==> src/rtl/mux_scan_pkg.sv <==
// ============================================================================
// mux_scan_pkg : state encoding and default parameters shared by mux_scan
// Revision     : 1.0
// ============================================================================
`default_nettype none

package mux_scan_pkg;

  typedef enum logic [1:0] {
    IDLE = 2'd0,
    MAN  = 2'd1,
    SCAN = 2'd2
  } state_e;

  localparam int DEF_WIDTH  = 8;
  localparam int DEF_NUM_CH = 16;
  localparam int DEF_DWELL  = 4;

endpackage

`default_nettype wire

==> src/rtl/mux_nx1.sv <==
// ============================================================================
// mux_nx1 : combinational N-to-1 selector over a flat channel bus
// Revision : 1.0
// ============================================================================
`default_nettype none

module mux_nx1 #(
  parameter  int WIDTH  = 8,
  parameter  int NUM_CH = 16,
  localparam int SEL_W  = $clog2(NUM_CH)
) (
  input  logic [NUM_CH*WIDTH-1:0] x,
  input  logic [SEL_W-1:0]        sel,
  output logic [WIDTH-1:0]        y
);

  logic [WIDTH-1:0] ch_arr [NUM_CH];

  for (genvar i = 0; i < NUM_CH; i++) begin : g_ch
    assign ch_arr[i] = x[i*WIDTH +: WIDTH];
  end

  assign y = ch_arr[sel];

endmodule

`default_nettype wire

==> src/rtl/mux_scan.sv <==
// ============================================================================
// mux_scan : manual/scanning channel multiplexer with registered output.
//            Define MUX_SCAN_MASK_EN to add the ch_mask scan-enable port.
// Revision : 1.0
// ============================================================================
`default_nettype none

module mux_scan
  import mux_scan_pkg::*;
#(
  parameter  int WIDTH  = DEF_WIDTH,
  parameter  int NUM_CH = DEF_NUM_CH,
  parameter  int DWELL  = DEF_DWELL,
  localparam int SEL_W  = $clog2(NUM_CH)
) (
  input  logic                    clk,
  input  logic                    rst_n,
  input  logic [NUM_CH*WIDTH-1:0] x,
  input  logic [SEL_W-1:0]        sel_in,
  input  logic                    mode,
  input  logic                    start,
  input  logic                    stop,
`ifdef MUX_SCAN_MASK_EN
  input  logic [NUM_CH-1:0]       ch_mask,
`endif
  output logic [WIDTH-1:0]        y,
  output logic                    y_valid,
  output logic [SEL_W-1:0]        y_ch,
  output logic                    busy
);

  localparam int              CNT_W    = (DWELL > 1) ? $clog2(DWELL) : 1;
  localparam logic [CNT_W-1:0] CNT_LAST = CNT_W'(DWELL - 1);

  state_e           state_q, state_d;
  logic [SEL_W-1:0] ch_q, ch_d;
  logic [CNT_W-1:0] cnt_q, cnt_d;
  logic [WIDTH-1:0] y_q, y_d;
  logic [SEL_W-1:0] y_ch_q, y_ch_d;
  logic             y_valid_q, y_valid_d;

  logic [SEL_W-1:0] mux_sel;
  logic [WIDTH-1:0] mux_y;
  logic             mask_any;
  logic [SEL_W-1:0] first_ch;
  logic [SEL_W-1:0] next_ch;

`ifdef MUX_SCAN_MASK_EN
  function automatic logic [SEL_W-1:0] lowest_set(input logic [NUM_CH-1:0] m);
    logic [SEL_W-1:0] r;
    r = '0;
    for (int i = NUM_CH - 1; i >= 0; i--) begin
      if (m[i]) r = SEL_W'(i);
    end
    return r;
  endfunction

  // Descending offsets so the nearest set bit above cur wins; cur itself is the fallback.
  function automatic logic [SEL_W-1:0] next_set(input logic [NUM_CH-1:0] m,
                                                input logic [SEL_W-1:0]  cur);
    logic [SEL_W-1:0] r;
    logic [SEL_W-1:0] idx;
    r = cur;
    for (int i = NUM_CH - 1; i >= 1; i--) begin
      idx = cur + SEL_W'(i);
      if (m[idx]) r = idx;
    end
    return r;
  endfunction

  assign mask_any = |ch_mask;
  assign first_ch = lowest_set(ch_mask);
  assign next_ch  = next_set(ch_mask, ch_q);
`else
  assign mask_any = 1'b1;
  assign first_ch = '0;
  assign next_ch  = ch_q + SEL_W'(1);
`endif

  assign mux_sel = (state_q == MAN) ? sel_in : ch_q;

  mux_nx1 #(
    .WIDTH  (WIDTH),
    .NUM_CH (NUM_CH)
  ) u_mux (
    .x   (x),
    .sel (mux_sel),
    .y   (mux_y)
  );

  always_comb begin
    state_d   = state_q;
    ch_d      = ch_q;
    cnt_d     = cnt_q;
    y_d       = y_q;
    y_ch_d    = y_ch_q;
    y_valid_d = 1'b0;
    if (stop) begin
      state_d = IDLE;
    end else begin
      case (state_q)
        IDLE: begin
          if (start) begin
            if (!mode) begin
              state_d = MAN;
            end else if (mask_any) begin
              state_d = SCAN;
              ch_d    = first_ch;
              cnt_d   = '0;
            end
          end
        end
        MAN: begin
          y_d       = mux_y;
          y_ch_d    = sel_in;
          y_valid_d = 1'b1;
        end
        SCAN: begin
          if (cnt_q == CNT_LAST) begin
            cnt_d = '0;
            // An empty mask at the dwell boundary abandons the scan without a sample.
            if (!mask_any) begin
              state_d = IDLE;
            end else begin
              y_d       = mux_y;
              y_ch_d    = ch_q;
              y_valid_d = 1'b1;
              ch_d      = next_ch;
            end
          end else begin
            cnt_d = cnt_q + CNT_W'(1);
          end
        end
        default: state_d = IDLE;
      endcase
    end
  end

  always_ff @(posedge clk or negedge rst_n) begin
    if (!rst_n) begin
      state_q   <= IDLE;
      ch_q      <= '0;
      cnt_q     <= '0;
      y_q       <= '0;
      y_ch_q    <= '0;
      y_valid_q <= 1'b0;
    end else begin
      state_q   <= state_d;
      ch_q      <= ch_d;
      cnt_q     <= cnt_d;
      y_q       <= y_d;
      y_ch_q    <= y_ch_d;
      y_valid_q <= y_valid_d;
    end
  end

  assign y       = y_q;
  assign y_valid = y_valid_q;
  assign y_ch    = y_ch_q;
  assign busy    = (state_q != IDLE);

endmodule

`default_nettype wire

==> config.mk <==
export PLATFORM = sky130hd
export DESIGN_NAME = mux_scan
export DESIGN_NICKNAME = d
export VERILOG_FILES = /design/src/rtl/mux_scan_pkg.sv /design/src/rtl/mux_nx1.sv /design/src/rtl/mux_scan.sv
export SDC_FILE = /design/constraint.sdc
export NUM_CORES = 1
export LEC_CHECK = 0
export ABC_AREA = 1
export CAP_MARGIN = 20
export CORE_AREA = 2 2 92 85
export CTS_CLUSTER_DIAMETER = 80
export DETAILED_ROUTE_END_ITERATION = 7
export DIE_AREA = 0 0 94 87
export GPL_ROUTABILITY_DRIVEN = 0
export MAX_ROUTING_LAYER = met4
export PLACE_DENSITY = 0.8
export SLEW_MARGIN = 25
export SYNTH_ARGS = -nofsm -noshare
export SYNTH_HDL_FRONTEND = slang
export SYNTH_HIERARCHICAL = 1
export SYNTH_SLANG_ARGS = --single-unit
==> constraint.sdc <==
create_clock -name clk -period 2.25 [get_ports clk]
set_input_delay 0.225 -clock clk [delete_from_list [all_inputs] [get_ports clk]]
set_output_delay 0.225 -clock clk [all_outputs]
set_load 0.005 [all_outputs]
* Yosys cells after proc, flatten, opt, wreduce, memory -nomap -nowiden *
Index checks and enable logic that the tools add are counted.

operators by class
  add/subtract/negate cells = 2
  multiply operators = 0
  div/mod/pow operators = 0
  order comparisons = 1
  equal/unequal tests = 8
  shifts and indexed selects = 0
  multiplexer cells = 23
  bitwise operators = 2
  reductions and logical operators = 9

operator list
  cell                   number
  $bmux W8 S4            1
  $mux W8                3
  $mux W4                5
  $pmux W4 S2            2
  $pmux W8 S2            1
  $mux W2                6
  $pmux W2 S2            2
  $ne A2 B2 Y1 const B   3
  $reduce_bool A2 Y1     3
  $ge A5 B5 Y1 const B   1
  $not A4 Y5             1
  $reduce_and A5 Y1      1
  $add A4 B1 Y4 const B  1
  $eq A2 B2 Y1 const B   2
  $reduce_and A4 Y1      1
  $ne A3 B3 Y1 const B   1
  $reduce_and A3 Y1      1
  $add A2 B1 Y2 const B  1
  $eq A2 B1 Y1 const B   1
  $logic_not A2 Y1       1
  $mux W1                2
  $ne A2 B1 Y1 const B   1
  $pmux W1 S2            1
  $reduce_and A2 Y1      1
  other kinds (2)        2

storage, ports and cells
  register bits = 21
  latch bits = 0
  RAM bits = 0
  ROM bits = 0
  bits of input ports = 137
  output and inout bits = 14
  word-level logic and storage cells = 51
  memories = 0

* Logic depth before layout (Yosys ltp) *
  depth after elaboration = 8
  depth in mapped cells = 14
  mapped depth without buffers = 13

* Hierarchy *
The synthesis kept the hierarchy.

modules (own cells, without submodules)
  module    instances  cells each  area each (um^2)  seq. area each (um^2)
  mux_nx1   1          388         1656.6            0.0
  mux_scan  1          141         1164.9            525.5

* Worst setup path after synthesis *
OpenSTA, ideal clock, no wires.

  path type = flip-flop to flip-flop
  start = register state_q[1]
  end = register y_q[6] (netlist: y[6])
  library setup time = 0.115 ns
  arrival = 1.684 ns
  data required time = 2.135 ns
  setup slack = 0.451 ns
  cell stages (with the launch flop) = 14
  buffers on the path = 2
  clock period less this slack = 1.799 ns
  cell sequence = dfrtp_1 > inv_1 > ha_1 > nor2_1 > a21oi_1 > buf_6 > buf_6 > nand2_1 > nand3_1 > nand3_1 > nand3_1 > nand2_1 > nand2_1 > nand2_2

between the ends
  word-level cells in the longest chain between the ends = 8
  elaborated cells between the ends (all ways) = 12
  classes of those cells = eq/ne (3); mux (6); bitwise (1); reduce/logical (2)

ends and longest elaborated chain
  element                                          line             text
  from (decl)                                      mux_scan.sv:35   state_e state_q, state_d;
  from (signal assigned)                           mux_scan.sv:148  state_q <= state_d;
  $eq A2 B1 Y1 (*)                                 mux_scan.sv:80   assign mux_sel = (state_q == MAN) ? sel_in : ch_q;
  $mux W4 (*)                                      mux_scan.sv:80
  named net mux_sel[0]                             mux_scan.sv:42   logic [SEL_W-1:0] mux_sel;
  $not A4 Y5 (implied by the code) (*)             mux_nx1.sv:23    assign y = ch_arr[sel];
  $bmux W8 S4 (*)                                  mux_nx1.sv:23
  $mux W8 (implied by the code) (*) (2 in series)  mux_nx1.sv:23
  named net mux_y[6]                               mux_scan.sv:43   logic [WIDTH-1:0] mux_y;
  $mux W8                                          mux_scan.sv:119  if (cnt_q == CNT_LAST) begin
  $pmux W8 S2 (*)                                  mux_scan.sv:101  case (state_q)
  to (signal assigned)                             mux_scan.sv:151  y_q <= y_d;
  to (decl)                                        mux_scan.sv:38   logic [WIDTH-1:0] y_q, y_d;

Mark *: on every way through the listed nets, which the timed path passes. The rest lies on a longest branch. The select of a mux whose other input is x is not followed.
A chain may end at the register's enable or synchronous reset.

* Worst setup path in the final report *
  start = register state_q[1]
  end = register y_q[3] (netlist: y[3])

Same word-level chain as after synthesis.

==> impl_metrics.prom <==
# TYPE chip_impl_metric gauge
chip_impl_metric{name="clk_transition_reported_paths",unit="ns"} 0.07
chip_impl_metric{name="ys_warn_count",unit=""} 6
chip_impl_metric{name="part_of_the_yosys_area_used_for_sequential_elements",unit=""} 0.1863
chip_impl_metric{name="ys_async_sr_fraction",unit=""} 1.000
chip_impl_info{name="reg2reg_from",value="state_q[1]$_DFFE_PN0P_"} 1
chip_impl_metric{name="synth.net_count",unit=""} 673
chip_impl_metric{name="post_synth.cell_area_avg",unit="um2"} 5.334
chip_impl_metric{name="post_drt_wl_per_cell",unit="um"} 12.82
chip_impl_metric{name="routed_wl",unit="um"} 9808
chip_impl_metric{name="vias",unit=""} 3679
chip_impl_metric{name="synth_edf_count",unit=""} 0
chip_impl_metric{name="synthDistinctLibCells",unit=""} 21
chip_impl_metric{name="worst_ir_drop_vdd",unit="uV"} 406.5
chip_impl_metric{name="cts-resized-gates",unit=""} 0
chip_impl_metric{name="drt_iter0_markers",unit=""} 184
chip_impl_metric{name="die_area",unit="um2"} 8178
chip_impl_metric{name="drive_gt1_frac",unit=""} 0.06577
chip_impl_metric{name="cts.repair_timing.setup_buffer_count",unit=""} 0
chip_impl_metric{name="tightest_slew",unit="ns"} 0.5193
chip_impl_metric{name="floorplan.die.width",unit="um"} 94
chip_impl_metric{name="boundaryPins",unit=""} 151
chip_impl_metric{name="portBuffers",unit=""} 150
chip_impl_metric{name="finalPower",unit="mW"} 4.001
chip_impl_metric{name="final_max_slew_viol_count",unit=""} 0
chip_impl_info{name="worst_setup_path_end_kind",value="flip-flop"} 1
chip_impl_metric{name="timing.reg2reg.worst_path_depth",unit=""} 14
chip_impl_metric{name="rrSetupSlack",unit="ns"} 0.14
chip_impl_info{name="post-synth-top-count-cell",value="nand2_1"} 1
chip_impl_metric{name="cell_rows",unit=""} 30
chip_impl_metric{name="worstPathMaxFanout",unit=""} 17
chip_impl_metric{name="timing.setup.tns",unit="ns"} 0
chip_impl_info{name="rsz0062_at_grt",value="false"} 1
chip_impl_metric{name="ant_nets",unit=""} 0
chip_impl_metric{name="grt_pass1_vias",unit=""} 3423
chip_impl_metric{name="number_of_cts_inserted_buffers",unit=""} 3
chip_impl_info{name="timing.rr.end",value="y[3]$_DFFE_PN0P_"} 1
chip_impl_metric{name="drc",unit=""} 0
chip_impl_metric{name="leakage",unit="nW"} 2.376
chip_impl_metric{name="grt_first_pass_wirelength",unit="um"} 15730
chip_impl_info{name="cts_tree",value="yes"} 1
chip_impl_info{name="worstHoldPathType",value="input port to asynchronous set/reset pin"} 1
chip_impl_metric{name="critPathRequiredTime",unit="ns"} 2.41
chip_impl_info{name="synth_top_cell_by_area",value="nand2_1"} 1
chip_impl_metric{name="effective_utilization_at_floorplan",unit=""} 0.3855
chip_impl_metric{name="dp_hpwl",unit="um"} 7885
chip_impl_metric{name="cts.hold.buffers_added",unit=""} 0
chip_impl_metric{name="h-tree-depth",unit=""} 1
chip_impl_metric{name="area_growth",unit="%"} 57.38
chip_impl_metric{name="power.density",unit="nW/um2"} 901.1
chip_impl_metric{name="share_of_the_clock_period_used_by_the_worst_path",unit=""} 0.9360
chip_impl_metric{name="timing.fmax",unit="MHz"} 474.8
chip_impl_metric{name="synthDominantCellAreaShare",unit=""} 0.2767
chip_impl_metric{name="clock_insertion_delay_worst_skew",unit="ns"} 0.26
chip_impl_info{name="cts_root_buf",value="clkbuf_8"} 1
chip_impl_metric{name="fin_skew",unit="ns"} 0.003675
chip_impl_metric{name="timing.max_cap.violations",unit=""} 0
chip_impl_info{name="synth_commonest_cells",value="208 x nand2_1, 109 x inv_1, 101 x nand3_1"} 1
chip_impl_metric{name="n_antenna_cell",unit=""} 0
chip_impl_metric{name="timing.slew.headroom",unit=""} 0.6534
chip_impl_metric{name="clk_path_buf_depth",unit=""} 2
chip_impl_metric{name="nNetsFinal",unit=""} 814
chip_impl_info{name="ys.flop_type",value="dfrtp_1"} 1
chip_impl_metric{name="clock-sinks",unit=""} 21
chip_impl_metric{name="grt_remaining_overflow",unit=""} 0
chip_impl_metric{name="post-route-min-period",unit="ns"} 2.106
chip_impl_metric{name="initial_antenna_violation_count",unit=""} 0
chip_impl_metric{name="synth.cell_area",unit="um2"} 2821
chip_impl_metric{name="grt_max_degree",unit=""} 43
chip_impl_info{name="ys_top_cells_by_area",value="nand2_1 28%, dfrtp_1 19%, nand3_1 18%, inv_1 15%, nand2_2 3.8%"} 1
chip_impl_metric{name="worstPathArrival",unit="ns"} 2.27
chip_impl_metric{name="synthCells",unit=""} 529
chip_impl_info{name="run_status",value="complete, no violations"} 1
chip_impl_metric{name="yosys_register_bits",unit=""} 21
chip_impl_metric{name="hold_violations",unit=""} 0
chip_impl_metric{name="grt_util_all_layers",unit=""} 0.2441
chip_impl_metric{name="drt_first_pass_iters",unit=""} 5
chip_impl_metric{name="placeableCoreArea",unit="um2"} 7320
chip_impl_metric{name="setup_viol_count_final",unit=""} 0
chip_impl_info{name="criticalPathCategory",value="flip-flop to flip-flop"} 1
chip_impl_metric{name="via_cell_ratio",unit=""} 4.809
chip_impl_info{name="setup.worst_path.start_class",value="flip-flop"} 1
chip_impl_metric{name="die_h",unit="um"} 87
power by group:
| group | total, mW | switching (mW) | internal [mW] |
|---|---|---|---|
| Sequential | 0.643 | 0.129 | 0.514 |
| Clock | 0.248 | 0.122 | 0.126 |
| Combinational | 3.11 | 1.79 | 1.32 |
flip-flops by register name (all words and copies together), names as in the netlist:
signal / cells
state_q: 2
ch_q: 4
y: 8
y_valid: 1
y_ch: 4
cnt_q: 2
placed cells by master, fill, tap and decap left out, types with 2 or more instances in the layout:
cell type / netlist / final
nand3_1: 101 / 101
buf_4: 3 / 7
dfrtp_1: 21 / 21
buf_12: 1 / 2
o21ai_2: 2 / 2
ha_1: 7 / 6
inv_2: 4 / 4
nor2_1: 10 / 10
clkdlybuf4s50_1: 0 / 150
buf_6: 7 / 2
a21oi_1: 6 / 4
clkbuf_8: 0 / 3
nor2_4: 2 / 2
inv_1: 109 / 109
nand2_2: 17 / 17
o21ai_0: 13 / 12
nand2_1: 208 / 208
stage by stage:
step / cell area (um2) / utilization / worst slack [ns] / instances / hold WS, ns
2_1_floorplan: 2821 / - / 0.4511 / 529 / -0.07059
3_3_place_gp: 4375 / 0.5978 / 0.1440 / 761 / 0.4699
3_5_place_dp: 4375 / 0.5978 / 0.07124 / 761 / 0.4722
5_1_grt: 4441 / 0.6067 / 0.004724 / 765 / 0.3198
6_report: 4441 / 0.6067 / 0.1439 / 765 / 0.3048
4_1_cts: 4420 / 0.6039 / 0.05104 / 765 / 0.3183
worst max-delay path by stage:
stage | from | end | slack, ns | cells past startpoint
finish | state_q[1]$_DFFE_PN0P_ | y[3]$_DFFE_PN0P_ | 0.14 | 14
global route | state_q[1]$_DFFE_PN0P_ | y[0]$_DFFE_PN0P_ | 0.005 | 13
CTS | state_q[1]$_DFFE_PN0P_ | y[7]$_DFFE_PN0P_ | 0.05 | 12
detailed placement | state_q[1]$_DFFE_PN0P_ | y[7]$_DFFE_PN0P_ | 0.07 | 12
global placement | state_q[1]$_DFFE_PN0P_ | y[4]$_DFFE_PN0P_ | 0.14 | 12
floorplan | state_q[1]$_DFFE_PN0P_ | y[6]$_DFFE_PN0P_ | 0.45 | 13
per-layer routing:
metal,share of wire,vias up,global-route usage
met5,0,-,-
li1,-,1862,-
met2,0.47,170,0.4156
met3,0.085,24,0.04069
met4,0.026,0,0.05665
met1,0.42,1623,0.3043
kinds of logic after synthesis:
kind of cell    after synthesis  share of synthesized area
compound gates               21                    0.03991
fa+ha+maj                     7                    0.03104
buf+inv                     139                     0.2208
flops                        21                     0.1863
simple gates                341                     0.5220
worst max-delay path: stages, from the launching register on:
cell     delay, ns
dfrtp_1       0.44
inv_1         0.16
ha_4          0.20
nor2_1        0.08
a21oi_4       0.20
inv_2         0.13
buf_4         0.21
nand2_1       0.08
nand2_1       0.05
nand2_1       0.05
nand3_1       0.12
nand3_1       0.12
nand2_1       0.06
nand2_1       0.08
nand2_2       0.05
area by class of cell:
| type | count | area (um2) |
|---|---|---|
| Clock buffer | 4 | 45.04 |
| Fill cell | 686 | 2879 |
| Inverter | 114 | 432.9 |
| Multi-Input combinational cell | 369 | 1700 |
| Sequential cell | 21 | 525.5 |
| Tap cell | 96 | 120.1 |
| Timing Repair Buffer | 161 | 1617 |
Power figures use the tool's default switching activity.
